<file path="config.mk">
export PLATFORM = sky130hd
export DESIGN_NAME = pcint_grp_ctrl
export DESIGN_NICKNAME = d
export VERILOG_FILES = /design/src/rtl/pcint_grp_ctrl.sv
export SDC_FILE = /design/constraint.sdc
export NUM_CORES = 1
export LEC_CHECK = 0
export ABC_CLOCK_PERIOD_IN_PS = 2600
export CAP_MARGIN = 20
export CELL_PAD_IN_SITES_DETAIL_PLACEMENT = 0
export CELL_PAD_IN_SITES_GLOBAL_PLACEMENT = 1
export CORE_MARGIN = 2
export CORE_UTILIZATION = 29
export DETAILED_ROUTE_END_ITERATION = 12
export PLACE_DENSITY = 0.85
export SYNTH_ARGS = -nofsm -noshare
export SYNTH_HDL_FRONTEND = slang
export SYNTH_SLANG_ARGS = --single-unit
</file>
<file path="constraint.sdc">
create_clock -name cp2 -period 2.6 [get_ports cp2]
set_input_delay 0.52 -clock cp2 [delete_from_list [all_inputs] [get_ports cp2]]
set_output_delay 0.52 -clock cp2 [all_outputs]
set_load 0.05 [all_outputs]
</file>
<file path="src/rtl/pcint_grp_ctrl.sv">
// ---------------------------------------------------------------------------
// pcint_grp_ctrl
//   Pin-change interrupt controller for one PCINT group.
//   Synchronises the group's pad inputs and detects changes on the pins that
//   are enabled in PCMSKn. It owns PCMSKn, bit GRP_BIT of PCICR (PCIEn) and
//   bit GRP_BIT of PCIFR (PCIFn), and it raises the group interrupt request.
//
// Ports
//   cp2       in   system clock, rising edge
//   ireset    in   synchronous active-high reset
//   IO_Addr   in   I/O-space address (PCIFR)
//   iore/iowe in   I/O read / write strobes
//   ramadr    in   data-space address (PCICR, PCMSKn)
//   ramre/ramwe in extended read / write strobes
//   dbus_in   in   write data
//   dbus_out  out  read data; PCICR/PCIFR reads drive only bit GRP_BIT
//   out_en    out  high while an owned register is being read
//   pin_i     in   raw asynchronous pad inputs
//   irq_ack   in   vector-taken pulse, clears PCIFn
//   irq_o     out  PCIFn & PCIEn
//   pcmsk_o   out  PCMSKn value
//   pcie_o    out  PCIEn value
//   wake_o    out  asynchronous wake request
//
// Configuration macro
//   PCINT_ASYNC_WAKE_EN : when defined, wake_o is a combinational compare of
//   the raw pins against the last sampled value, gated by PCIEn and PCMSKn.
//   When undefined, wake_o is tied low.
// ---------------------------------------------------------------------------
module pcint_grp_ctrl #(
    parameter int         WIDTH     = 4,
    parameter int         GRP_BIT   = 3,
    parameter logic [7:0] PCMSK_ADR = 8'h73,
    parameter logic [7:0] PCICR_ADR = 8'h68,
    parameter logic [5:0] PCIFR_ADR = 6'h1B
) (
    input  logic             cp2,
    input  logic             ireset,
    input  logic [5:0]       IO_Addr,
    input  logic             iore,
    input  logic             iowe,
    input  logic [7:0]       ramadr,
    input  logic             ramre,
    input  logic             ramwe,
    input  logic [7:0]       dbus_in,
    output logic [7:0]       dbus_out,
    output logic             out_en,
    input  logic [WIDTH-1:0] pin_i,
    input  logic             irq_ack,
    output logic             irq_o,
    output logic [WIDTH-1:0] pcmsk_o,
    output logic             pcie_o,
    output logic             wake_o
);

    logic [WIDTH-1:0] s1_reg;
    logic [WIDTH-1:0] s2_reg;
    logic [WIDTH-1:0] prev_reg;
    logic [1:0]       settle_reg;
    logic [WIDTH-1:0] pcmsk_reg;
    logic             pcie_reg;
    logic             pcif_reg;
    logic             pcif_next;

    logic [WIDTH-1:0] chg;
    logic             chg_hit;
    logic             pcifr_wr;
    logic             pcicr_wr;
    logic             pcmsk_wr;
    logic             pcifr_rd;
    logic             pcicr_rd;
    logic             pcmsk_rd;
    logic             flag_clr;
    logic [7:0]       pcmsk_ext;
    logic             unused_dbus;

    // Only bit GRP_BIT and the low WIDTH bits of the write data are consumed.
    assign unused_dbus = ^dbus_in;

    assign pcifr_wr = iowe  & (IO_Addr == PCIFR_ADR);
    assign pcifr_rd = iore  & (IO_Addr == PCIFR_ADR);
    assign pcicr_wr = ramwe & (ramadr == PCICR_ADR);
    assign pcicr_rd = ramre & (ramadr == PCICR_ADR);
    assign pcmsk_wr = ramwe & (ramadr == PCMSK_ADR);
    assign pcmsk_rd = ramre & (ramadr == PCMSK_ADR);

    // Change detection only counts once the settle window after reset is over,
    // so pins that are already high when reset releases never raise a flag.
    assign chg     = (s2_reg ^ prev_reg) & pcmsk_reg;
    assign chg_hit = (|chg) & (settle_reg == 2'd0);

    assign flag_clr = (pcifr_wr & dbus_in[GRP_BIT]) | irq_ack;

    // A set in the same cycle as a clear wins, so no pin change is lost.
    always_comb begin
        pcif_next = pcif_reg;
        if (chg_hit) begin
            pcif_next = 1'b1;
        end else if (flag_clr) begin
            pcif_next = 1'b0;
        end
    end

    always_ff @(posedge cp2) begin
        if (ireset) begin
            s1_reg     <= '0;
            s2_reg     <= '0;
            prev_reg   <= '0;
            settle_reg <= 2'd3;
            pcmsk_reg  <= '0;
            pcie_reg   <= 1'b0;
            pcif_reg   <= 1'b0;
        end else begin
            s1_reg   <= pin_i;
            s2_reg   <= s1_reg;
            prev_reg <= s2_reg;
            if (settle_reg != 2'd0) begin
                settle_reg <= settle_reg - 2'd1;
            end
            if (pcmsk_wr) begin
                pcmsk_reg <= dbus_in[WIDTH-1:0];
            end
            if (pcicr_wr) begin
                pcie_reg <= dbus_in[GRP_BIT];
            end
            pcif_reg <= pcif_next;
        end
    end

    // Zero-extend the mask to the bus width; unimplemented bits read as 0.
    generate
        for (genvar gi = 0; gi < 8; gi++) begin : g_msk_ext
            if (gi < WIDTH) begin : g_bit
                assign pcmsk_ext[gi] = pcmsk_reg[gi];
            end else begin : g_zero
                assign pcmsk_ext[gi] = 1'b0;
            end
        end
    endgenerate

    // Shared PCICR/PCIFR reads drive only this group's bit; the top level ORs
    // the groups together.
    always_comb begin
        dbus_out = 8'h00;
        out_en   = 1'b0;
        if (pcifr_rd) begin
            dbus_out[GRP_BIT] = pcif_reg;
            out_en            = 1'b1;
        end
        if (pcicr_rd) begin
            dbus_out[GRP_BIT] = dbus_out[GRP_BIT] | pcie_reg;
            out_en            = 1'b1;
        end
        if (pcmsk_rd) begin
            dbus_out = dbus_out | pcmsk_ext;
            out_en   = 1'b1;
        end
    end

    assign irq_o   = pcif_reg & pcie_reg;
    assign pcmsk_o = pcmsk_reg;
    assign pcie_o  = pcie_reg;

`ifdef PCINT_ASYNC_WAKE_EN
    // Raw pins against the last sampled value: works with cp2 gated in sleep.
    assign wake_o = pcie_reg & (|((pin_i ^ prev_reg) & pcmsk_reg));
`else
    assign wake_o = 1'b0;
`endif

endmodule

</file>
# Word level (Yosys, flattened, before mapping)
# Cells that the tools add are included.
[totals]
reg_bits = 20
latch_bits = 0
ramBits = 0
romBits = 0
input_bits = 33
output_inout_bits = 16
elab_cells = 37
memories = 0
[op_classes]
add_sub_neg = 1
multipliers = 0
n_div = 0
order_cmp = 0
eq_ne = 3
shift = 0
n_mux = 8
n_bitwise = 14
reduce_logical = 4
[ops]
columns = ["operator", "count"]
rows = [
  ["$eq 8x7->1 const B", 2],
  ["$and 1x1->1", 9],
  ["$mux 1", 7],
  ["$eq 6x5->1 const B", 1],
  ["$and 4x4->4", 1],
  ["$mux 4", 1],
  ["$or 4x4->4", 1],
  ["$reduce_bool 2->1", 2],
  ["$reduce_or 4->1", 1],
  ["$xor 4x4->4", 1],
  ["$logic_not 2->1", 1],
  ["$or 1x1->1", 2],
  ["$sub 2x1->2 const B", 1],
]

# Depth between registers and ports, before layout
[logic_depth]
ltp_word = 7
mapped_depth = 4
ltp_nobuf = 4

# Least setup slack after synthesis
# OpenSTA, ideal clock, no wires.
[synth_path]
path_kind = "input to output"
start = "input port ramadr[2]"
end = "output port dbus_out[0]"
arrival_time_ns = 1.488
required_time_ns = 2.080
setup_slack_ns = 0.592
stages = 3
n_path_buf = 0
path_cell_list = "and4bb_4 -> and3_4 -> and2_1"
[synth_via]
elab_chain_cells = 3
[synth_rtl]
columns = ["item", "line", "source"]
rows = [
  ["start: declaration", "42", "input logic [7:0] ramadr,"],
  ["$eq 8x7->1", "85", "assign pcmsk_rd = ramre & (ramadr == PCMSK_ADR);"],
  ["$and 1x1->1", "85", ""],
  ["$mux 4", "154", "if (pcmsk_rd) begin"],
  ["end: declaration", "46", "output logic [7:0] dbus_out,"],
]
# Every way passes these cells.

# Worst setup path after layout
[layout_path]
start = "input port ramadr[3]"
end = "output port out_en"
[layout_via]
elab_chain_cells = 4
word_cells_on_any_way = 6
classes_between = "eq/ne: 2; mux: 2; bitwise: 2"
[layout_rtl]
columns = ["item", "line", "source"]
rows = [
  ["$eq 8x7->1", "83", "assign pcicr_rd = ramre & (ramadr == PCICR_ADR);"],
  ["$and 1x1->1", "83", ""],
  ["$mux 1", "150", "if (pcicr_rd) begin"],
  ["$mux 1 *", "154", ""],
  ["end: declaration", "47", "output logic out_en,"],
]
# Mark *: on every way between the ends. The rest lies on a longest branch, timed or not.

==> summary.txt <==
areal power density over the cells: 419 nW/um^2
Setup Buffers After CTS: 0
startpoint of the worst-slack reg-to-reg timing path: settle_reg[0]$_SDFFE_PP1N_
outcome: finished, violations left
CP required: 2080 ps
count of inserted antenna diode cells: 0
final hold vios: 0
post-synthesis instance area: 873 sq um
largest voltage drop on the vdd net: 0.316 mV
setup violation total in the final timing report: 0
number of antenna violations at the first check in global routing: 0
time the worst path needs with I/O delays and setup: 2380 ps
cell types occupying the most area after synthesis: dfxtp_1 46%, nor2b_1 8.6%, mux2i_1 6.9%, xor2_1 5.0%, buf_4 4.3%
total clock sinks: 20
top cells by instance count after synthesis: 20 x dfxtp_1, 12 x nor2b_1, 6 x mux2i_1
total number of nets in the final design: 160
detailed-route vias per instance: 4.59
share of Yosys cell area claimed by the top area cell type: 45.8%
Inserted Clock Buffers: 3
number of stages on the worst setup path: 5
Std-Cell Core Area: 2810 sq um
mean post-synth cell area: 10.4 sq um
list of cells traversed by the critical path: clkdlybuf4s50_1, and4b_1, and3_4, a211o_1, buf_12
die area: 3470 sq um
Post-synth top flop: dfxtp_1
Skew-Pair Late Insertion Delay: 290 ps
Worst Min Path Start: s1_reg[3]$_SDFF_PP0_
via count: 712
CP Capture Type: primary output
type of the setup path with the least slack: primary input to primary output
depth of the worst hold-timing path: 1
count of antenna-violating nets left after detailed routing: 0
std cell rows: 19
gr usage total: 11.0%
cell taking the most area after synthesis: dfxtp_1
Least-Margin Pin Slew: 499 ps
Worst-path clk slew: 100 ps
Buffers & Inverters on Critical Path: 2
area overhead of the layout relative to synthesis: 54.9%
share of the clock period used by the worst path after layout: 91.6%
vertical die dimension: 58.9 um
number of buffer cells added on primary ports: 39
Post-CTS Hold Fix Bufs: 0
DR iter-0 viols: 32
pin count of the biggest net entering global routing: 15
violated checks: design-rule violations
depth of the worst register-to-register path: 4
most numerous cell in the Yosys netlist: dfxtp_1
routability congestion estimate from global placement: 0.715
Crit path max-delay family: buffers and inverters
setup TNS: 0 ps
library cells used by synthesis: 29
post-synthesis cell count: 84
proportion of synthesized chip area in sequential cells: 45.8%
mean routed wirelength per cell: 11.2 um
first-pass GRT wire length: 2890 um
TritonCTS clock tree: yes
reported max-cap violation count: 0
vias in the first global route: 753
number of warnings reported in the yosys synthesis log: 0
final wirelength: 1730 um
R2R Path End: settle_reg[1]$_SDFFE_PP1N_
RSZ-0062 raised after global routing: no
fraction of registers with async set/reset: 0%
count of flip-flops with a built-in enable after synthesis: 0
post-cts gate resize count: 0
maximum clock path buffer count: 2
Hold Crit Class: register to register
final number of max-transition violations: 0
worst slew margin relative to its limit: 66.7%
CP startpoint: ramadr[3]
flip-flop and latch count after synthesis: 20
dpl cell area: 1330 sq um
end point of the critical path: out_en
Max Clk Rate: 420 MHz
share of post-route cells with drive strength above 1: 12.1%
Top-Level Pins: 49
Detailed Routing Iterations Pass 1: 8
Chip Width: 58.9 um
Critical-path top delay cell: clkdlybuf4s50_1
DR DRC count: 5
H-Tree Level Count: 1
arrival time of the worst setup path: 1860 ps
register-to-register setup slack: 1470 ps
highest net fanout along the worst path: 5
cell area after layout: 1350 sq um
count of filler cells inserted in the layout: 265
kind of start point of the critical path: primary input
setup skew after layout: 3.21 ps
Leakage: 0.590 nW
crit-path max cell delay: 470 ps
buffer type at the clock tree root: clkbuf_4
initial cell density of the core: 31.1%
total grt overflow: 0
-- final cells by class --
cell class	instances	area, sq um	area share [%]
Tap cell	31	38.8	2.87
Clock buffer	3	22.5	1.67
Inverter	3	11.3	0.833
Timing Repair Buffer	40	448	33.1
Sequential cell	20	400	29.6
Multi-Input combinational cell	58	432	31.9
-- placed cells by master, fill, tap and decap left out, types with 4 or more instances in the layout --
cell type,n
nor2b_1,12
mux2i_1,6
and2_1,4
nor2_1,5
buf_12,5
conb_1,5
clkdlybuf4s50_1,34
dfxtp_1,20
xor2_1,5
-- through the flow --
stage | util [%] | total power [mW] | hold slack, ps | setup WS (ps) | std cells
after floorplan | - | 0.390 | 414 | 592 | 88
after CTS | 48.2 | 0.577 | 454 | 197 | 155
final | 48.2 | 0.567 | 445 | 218 | 155
after global placement | 47.4 | 0.432 | 419 | 225 | 152
after detailed placement | 47.4 | 0.438 | 430 | 196 | 152
after global routing | 48.2 | 0.602 | 467 | 172 | 155
-- kinds of logic (layout without fill, tap and decap cells) --
| logic type | Yosys count | after routing | share of synthesized area (%) |
|---|---|---|---|
| and+or+nand+nor | 34 | 34 | 27.7 |
| DFF | 20 | 20 | 45.8 |
| buffers and inverters | 10 | 46 | 6.45 |
| AOI/OAI and AO/OA | 7 | 7 | 6.30 |
| muxes | 6 | 6 | 6.88 |
| xor gates and xnor gates | 5 | 5 | 5.01 |
| adders and majority gates | 1 | 1 | 1.43 |
| other | 1 | 5 | 0.429 |
-- metal layers --
layer  global-route usage, %  wire length [um]  vias up
li1                        -                 -      353
met1                    9.56               576      325
met2                    22.2               962       34
met3                    4.62               190        0
met4                    2.92                 0        0
met5                       0                 0        -
-- worst min path at each step --
stage,to
after floorplan,s2_reg[0]$_SDFF_PP0_
after global placement,s2_reg[2]$_SDFF_PP0_
after detailed placement,s2_reg[3]$_SDFF_PP0_
after CTS,s2_reg[3]$_SDFF_PP0_
after global routing,s2_reg[3]$_SDFF_PP0_
final,s2_reg[3]$_SDFF_PP0_
-- worst reg2reg max path: stages (launching register included) --
cell and delay (ps):
dfxtp_1 350, inv_1 50, ha_1 230, mux2i_1 120
or2_2 270
-- report_power, final --
part           total, mW  internal [mW]  switching, mW
logic              0.103         0.0591         0.0437
registers          0.326          0.321        0.00546
clock network      0.138         0.0539         0.0840
Power figures use the tool's default switching activity.
